## src/rtl/csa_pkg.sv

```systemverilog
`default_nettype none
// ============================================================================
//  Module      : csa_pkg
//  Description : Elaboration helpers for the pipelined carry-select
//                adder/subtractor: parameter legality check and derivation
//                of the pipeline stage count.
//  Revision    : 1.0  initial release
// ============================================================================
package csa_pkg;

    // True when WIDTH splits into whole segments and each segment splits into
    // whole carry-select blocks. Short-circuit evaluation keeps the modulo
    // operations away from a zero divisor.
    function automatic bit csa_params_ok(input int width, input int seg, input int blk);
        return (blk >= 1) && (seg >= 1) && (width >= 1) &&
               ((seg % blk) == 0) && ((width % seg) == 0);
    endfunction

    // Number of pipeline stages; guarded so an illegal SEG still elaborates far
    // enough for the legality check to report it.
    function automatic int csa_nstg(input int width, input int seg);
        return (seg > 0) ? (width / seg) : 1;
    endfunction

endpackage : csa_pkg
`default_nettype wire

```

## src/rtl/csa_blk.sv

```systemverilog
`default_nettype none
// ============================================================================
//  Module      : csa_blk
//  Description : Stateless BLK-bit carry-select block. Both candidate sums
//                (carry-in 0 and carry-in 1) are formed in parallel and the
//                incoming carry picks one sum and its carry-out.
//  Ports       : i_a, i_b  BLK-bit operands
//                i_c       block carry in (select)
//                o_s       BLK-bit sum
//                o_c       block carry out
//  Revision    : 1.0  initial release
// ============================================================================
module csa_blk #(
    parameter int BLK = 4
) (
    input  logic [BLK-1:0] i_a,
    input  logic [BLK-1:0] i_b,
    input  logic           i_c,
    output logic [BLK-1:0] o_s,
    output logic           o_c
);

    logic [BLK:0] w_r0;
    logic [BLK:0] w_r1;

    assign w_r0 = {1'b0, i_a} + {1'b0, i_b};
    assign w_r1 = {1'b0, i_a} + {1'b0, i_b} + {{BLK{1'b0}}, 1'b1};

    assign {o_c, o_s} = i_c ? w_r1 : w_r0;

endmodule : csa_blk
`default_nettype wire

```

## src/rtl/csa_pipe.sv

```systemverilog
`default_nettype none
// ============================================================================
//  Module      : csa_pipe
//  Description : Pipelined carry-select adder/subtractor. One SEG-bit segment
//                is resolved per stage; unresolved operand bits and resolved
//                sum bits travel down the pipe with each beat. Global stall
//                handshake: every stage advances when the output is empty or
//                being drained.
//  Ports       : clk, rst              clock, synchronous active-high reset
//                in_valid / in_ready   operand handshake
//                a, b, c_in, sub       operands, carry in, subtract mode
//                out_valid / out_ready result handshake
//                sum, c_out, ovf       result, raw carry out, signed overflow
//  Revision    : 1.0  initial release
// ============================================================================
module csa_pipe
    import csa_pkg::*;
#(
    parameter int WIDTH = 64,
    parameter int SEG   = 16,
    parameter int BLK   = 4
) (
    input  logic             clk,
    input  logic             rst,
    input  logic             in_valid,
    output logic             in_ready,
    input  logic [WIDTH-1:0] a,
    input  logic [WIDTH-1:0] b,
    input  logic             c_in,
    input  logic             sub,
    output logic             out_valid,
    input  logic             out_ready,
    output logic [WIDTH-1:0] sum,
    output logic             c_out,
    output logic             ovf
);

    localparam int NSTG = csa_nstg(WIDTH, SEG);
    localparam int NBLK = (BLK > 0) ? (SEG / BLK) : 1;

    if (!csa_params_ok(WIDTH, SEG, BLK)) begin : g_param_err
        $error("csa_pipe: WIDTH must be a multiple of SEG and SEG a multiple of BLK (BLK >= 1)");
    end

    // ------------------------------------------------------------------
    // Effective operands and stall control
    // ------------------------------------------------------------------
    logic [WIDTH-1:0] w_b_e;
    logic             w_cin_e;
    logic             w_en;

    assign w_b_e    = sub ? ~b : b;
    assign w_cin_e  = c_in ^ sub;
    assign w_en     = !out_valid || out_ready;
    assign in_ready = w_en;

    // ------------------------------------------------------------------
    // Stage state
    // ------------------------------------------------------------------
    logic [NSTG-1:0]            r_v;
    logic [NSTG-1:0]            r_c;
    logic [NSTG-1:0][WIDTH-1:0] r_s;
    logic                       r_ovf;

    // Per-stage segment operands, carry-out and accumulated sum.
    logic [NSTG-1:0][SEG-1:0]   w_sega;
    logic [NSTG-1:0][SEG-1:0]   w_segb;
    logic [NSTG-1:0]            w_cseg;
    logic [NSTG-1:0][WIDTH-1:0] w_snew;
    logic                       w_ovf;

    assign w_sega[0] = a[SEG-1:0];
    assign w_segb[0] = w_b_e[SEG-1:0];

    // Operand skew registers: r_a[k] holds operand bits [WIDTH-1:SEG] for the
    // beat leaving stage k. Each copy is passed whole; stage k+1 only looks
    // at its own segment. Absent entirely for a single-stage pipe.
    if (NSTG > 1) begin : g_skew
        logic [NSTG-2:0][WIDTH-SEG-1:0] r_a;
        logic [NSTG-2:0][WIDTH-SEG-1:0] r_b;

        always_ff @(posedge clk) begin
            if (rst) begin
                r_a <= '0;
                r_b <= '0;
            end else if (w_en) begin
                r_a[0] <= a[WIDTH-1:SEG];
                r_b[0] <= w_b_e[WIDTH-1:SEG];
                for (int k = 1; k < NSTG - 1; k++) begin
                    r_a[k] <= r_a[k-1];
                    r_b[k] <= r_b[k-1];
                end
            end
        end

        for (genvar k = 1; k < NSTG; k++) begin : g_op
            assign w_sega[k] = r_a[k-1][(k-1)*SEG +: SEG];
            assign w_segb[k] = r_b[k-1][(k-1)*SEG +: SEG];
        end
    end

    // ------------------------------------------------------------------
    // Segment adders: NBLK carry-select blocks chained ripple-select
    // ------------------------------------------------------------------
    for (genvar k = 0; k < NSTG; k++) begin : g_stg
        logic [NBLK:0]  w_bc;
        logic [SEG-1:0] w_ss;

        if (k == 0) begin : g_cin0
            assign w_bc[0]   = w_cin_e;
            assign w_snew[k] = WIDTH'(w_ss);
        end else begin : g_cink
            assign w_bc[0]   = r_c[k-1];
            assign w_snew[k] = r_s[k-1] | (WIDTH'(w_ss) << (k * SEG));
        end

        for (genvar j = 0; j < NBLK; j++) begin : g_blk
            csa_blk #(
                .BLK (BLK)
            ) u_blk (
                .i_a (w_sega[k][j*BLK +: BLK]),
                .i_b (w_segb[k][j*BLK +: BLK]),
                .i_c (w_bc[j]),
                .o_s (w_ss[j*BLK +: BLK]),
                .o_c (w_bc[j+1])
            );
        end

        assign w_cseg[k] = w_bc[NBLK];
    end

    // Carry into the MSB is recovered from the MSB sum bit: s = a ^ b ^ cin.
    assign w_ovf = w_cseg[NSTG-1] ^ (w_snew[NSTG-1][WIDTH-1] ^
                                     w_sega[NSTG-1][SEG-1]   ^
                                     w_segb[NSTG-1][SEG-1]);

    // ------------------------------------------------------------------
    // Stage registers: valid, carry and sum move together under w_en
    // ------------------------------------------------------------------
    always_ff @(posedge clk) begin
        if (rst) begin
            r_v   <= '0;
            r_c   <= '0;
            r_s   <= '0;
            r_ovf <= 1'b0;
        end else if (w_en) begin
            r_v[0] <= in_valid;
            for (int k = 1; k < NSTG; k++) begin
                r_v[k] <= r_v[k-1];
            end
            r_c   <= w_cseg;
            r_s   <= w_snew;
            r_ovf <= w_ovf;
        end
    end

    assign out_valid = r_v[NSTG-1];
    assign sum       = r_s[NSTG-1];
    assign c_out     = r_c[NSTG-1];
    assign ovf       = r_ovf;

endmodule : csa_pipe
`default_nettype wire
```

## config.mk

```make
export PLATFORM = sky130hd
export DESIGN_NAME = csa_pipe
export DESIGN_NICKNAME = d
export VERILOG_FILES = /design/src/rtl/csa_pkg.sv /design/src/rtl/csa_blk.sv /design/src/rtl/csa_pipe.sv
export SDC_FILE = /design/constraint.sdc
export NUM_CORES = 1
export LEC_CHECK = 0
export CORE_MARGIN = 3
export CORE_UTILIZATION = 47
export CTS_CLUSTER_DIAMETER = 80
export DETAILED_ROUTE_END_ITERATION = 16
export PLACE_DENSITY = 0.81
export SETUP_SLACK_MARGIN = 0.3
export SYNTH_ARGS = -nofsm -noshare
export SYNTH_HDL_FRONTEND = slang
export SYNTH_SLANG_ARGS = --single-unit
```

## constraint.sdc

```tcl
create_clock -name clk -period 12.9 [get_ports clk]
set_input_delay 3.225 -clock clk [delete_from_list [all_inputs] [get_ports clk]]
set_output_delay 3.225 -clock clk [all_outputs]
set_load 0.01 [all_outputs]
```

==> summary.txt <==
Crit path top cell by count = clkdlybuf4s50_1
DIE HEIGHT = 194.4 µm
Worst-path clk slew = 60 ps
Final HPWL DP = 26.79 mm
Power Total = 2.723 mW
Final WS setup = 4596 ps
min Tclk post-route = 8304 ps
Setup TNS Final = 0 ps
pre-CTS WS = 4584 ps
worst path cell trace = clkdlybuf4s50_1, nor2b_4, inv_8, clkdlybuf4s50_1
Post-synth EDFFs = 0
initial DRC count = 901
final worst path period share = 64.37%
worst min path class = register to register
post-synthesis sequential area ratio = 43.30%
share of post-route cells with drive strength above 1 = 3.817%
Crit Path Max Fanout = 161
CP bufs+invs = 3
DRC = 0
Async SR Flop Fraction = 0%
Final Util = 56.55%
first-pass GRT wire length = 63.18 mm
Post-CTS Setup Inserts = 0
met3 routed WL = 2.034 mm
clock root cell = clkbuf_16
unrepaired setup endpoints after global routing = no
Top FF cell, synth = dfxtp_1
final wirelength = 38.66 mm
Layout area overhead = 17.92%
pwr/cell area = 138.4 nW/µm²
status = complete, no violations
Cell Area, Synth = 16,690 µm²
FF+latch area = 7227 µm²
Critical Path AT = 5080 ps
pin count of the biggest net entering global routing = 234
Critical Path RT = 9680 ps
syn_nets = 2,245
most common cell after layout, fill and taps aside = nand2_1
Top delay family on crit path = buffers and inverters
PostCTS Resize Cnt = 0
Worst path depth = 4
VDD IR max = 97.68 µV
Final GP Congestion = 0.8140
H-tree Lvls = 2
Distinct cells, synth = 45
starting density of the core = 47.96%
antenna-violating nets left = 0
CP max stage cell = clkdlybuf4s50_1
Avg Cell Area, Syn = 8.283 µm²
Chip Width = 194.4 µm
Layout fillers = 3,141
Fin. Hold Viols = 0
total track usage = 19.71%
maxcap violations = 0
leak pwr = 7.911 nW
TritonRoute pass-1 iters = 5
DR top layer = met4
initial antenna violation count = 0
nets = 2,300
vias in the first global route = 12.69k
via count = 13.21k
CORE AREA = 34,800 µm²
CP Launch Type = input pin
CTS buffer count = 38
met1 WL = 18.93 mm
area of the die = 37,810 µm²
final number of max-transition violations = 0
met2 wire length = 16.85 mm
wire per inst = 15.16 µm
area taken by multi-input logic gates = 8397 µm²
Setup violations, final = 0
yosys warns = 0
hold_buf cts = 0
CP Capture Type = output port
hold path cells = 2
Core Rows = 68
commonest non-fill, non-tap cells in the layout = nand2_1 (519), dfxtp_1 (361), a21oi_1 (286)
CTS tree = yes
Clock Path Buffers = 3
CP max stage delay = 680 ps
global route overflow = 0
cell depth of the worst flop-to-flop path = 11
num ports = 202
fmax = 0.1204 GHz
number of diodes = 0
kind of critical path = input pin to output port
max_slew headroom = 26.55%
Slew @ Worst Pin = 1102 ps
cells after synthesis = 2,015
number of synthesized register bits = 361
clock latency at the later pin of the worst-skew pair = 530 ps
Clock Skew = 28.03 ps
# port buffers = 201
clock sinks = 361
vias per cell = 5.178
## worst paths after layout
kind,from,to,slack (ps)
hold reg to reg,g_skew.r_b[17],g_skew.r_b[65],440
setup / recovery,out_ready,in_ready,4600
setup reg to reg,g_skew.r_b[128],ovf,9310
hold / removal,g_skew.r_b[17],g_skew.r_b[65],440
## final cells by class
class	count	area share, %
clock inverters	12	0.8583
well taps	455	2.893
flip-flops and latches	361	36.72
clock buffers	54	5.703
repair buffers	208	10.57
multi-input cells	1432	42.67
inverters	29	0.5913
## layer usage
metal,GRT usage (%),vias up
met5,0,-
met4,5.266,0
met3,2.825,57
met2,30.06,314
met1,29.28,6061
li1,-,6777
## tightest hold or removal path: stages, from the launching register on
cell     delay (ps)
dfxtp_1         300
nand2_1          50
a21oi_1          50
## stage by stage
step                cells  instance area, µm²  hold slack (ps)
finish               2551               19680            435.2
global route         2551               19680            469.6
CTS                  2551               19680            436.2
detailed placement   2485               18390            444.5
global placement     2485               18390            438.7
floorplan            2015               16690            432.1
## cell families (layout without fill, tap and decap cells)
kind of cell | after synthesis | in the layout | share of synthesized area, %
AND/OR/NAND/NOR | 723 | 723 | 17.52
AO/OA/AOI/OAI | 442 | 442 | 15.55
XOR/XNOR | 153 | 153 | 8.119
adder cells (fa/ha/maj) | 96 | 96 | 7.917
multiplexers | 18 | 18 | 1.162
flip-flops | 361 | 361 | 43.30
buffers and inverters | 222 | 303 | 6.432
## power breakdown
group          internal (mW)  total [mW]  switching, mW
Combinational          0.174       0.364          0.190
Sequential              1.20        1.25         0.0503
Clock                  0.670        1.11          0.442
## cell usage after synthesis, drive strengths merged, types with 11 or more instances
master	count	area, µm²
nor2	121	454.2
buf	71	506.7
ha	80	1001
xor2	52	470.5
nand4	11	68.82
inv	29	108.9
nand2	519	1948
clkbuf	122	457.9
fa	16	320.3
dfxtp	361	7227
a21oi	286	1431
a21o	32	240.2
xnor2	101	884.6
nand3	21	105.1
a211oi	99	743.2
mux2i	17	182.7
## flip-flops by register name, summed over array words and instances (netlist names)
| name | cells |
|---|---|
| r_c | 4 |
| r_v | 4 |
| g_skew.r_a | 96 |
| ovf | 1 |
| sum | 64 |
| r_s | 96 |
| g_skew.r_b | 96 |
Power figures use the tool's default switching activity.
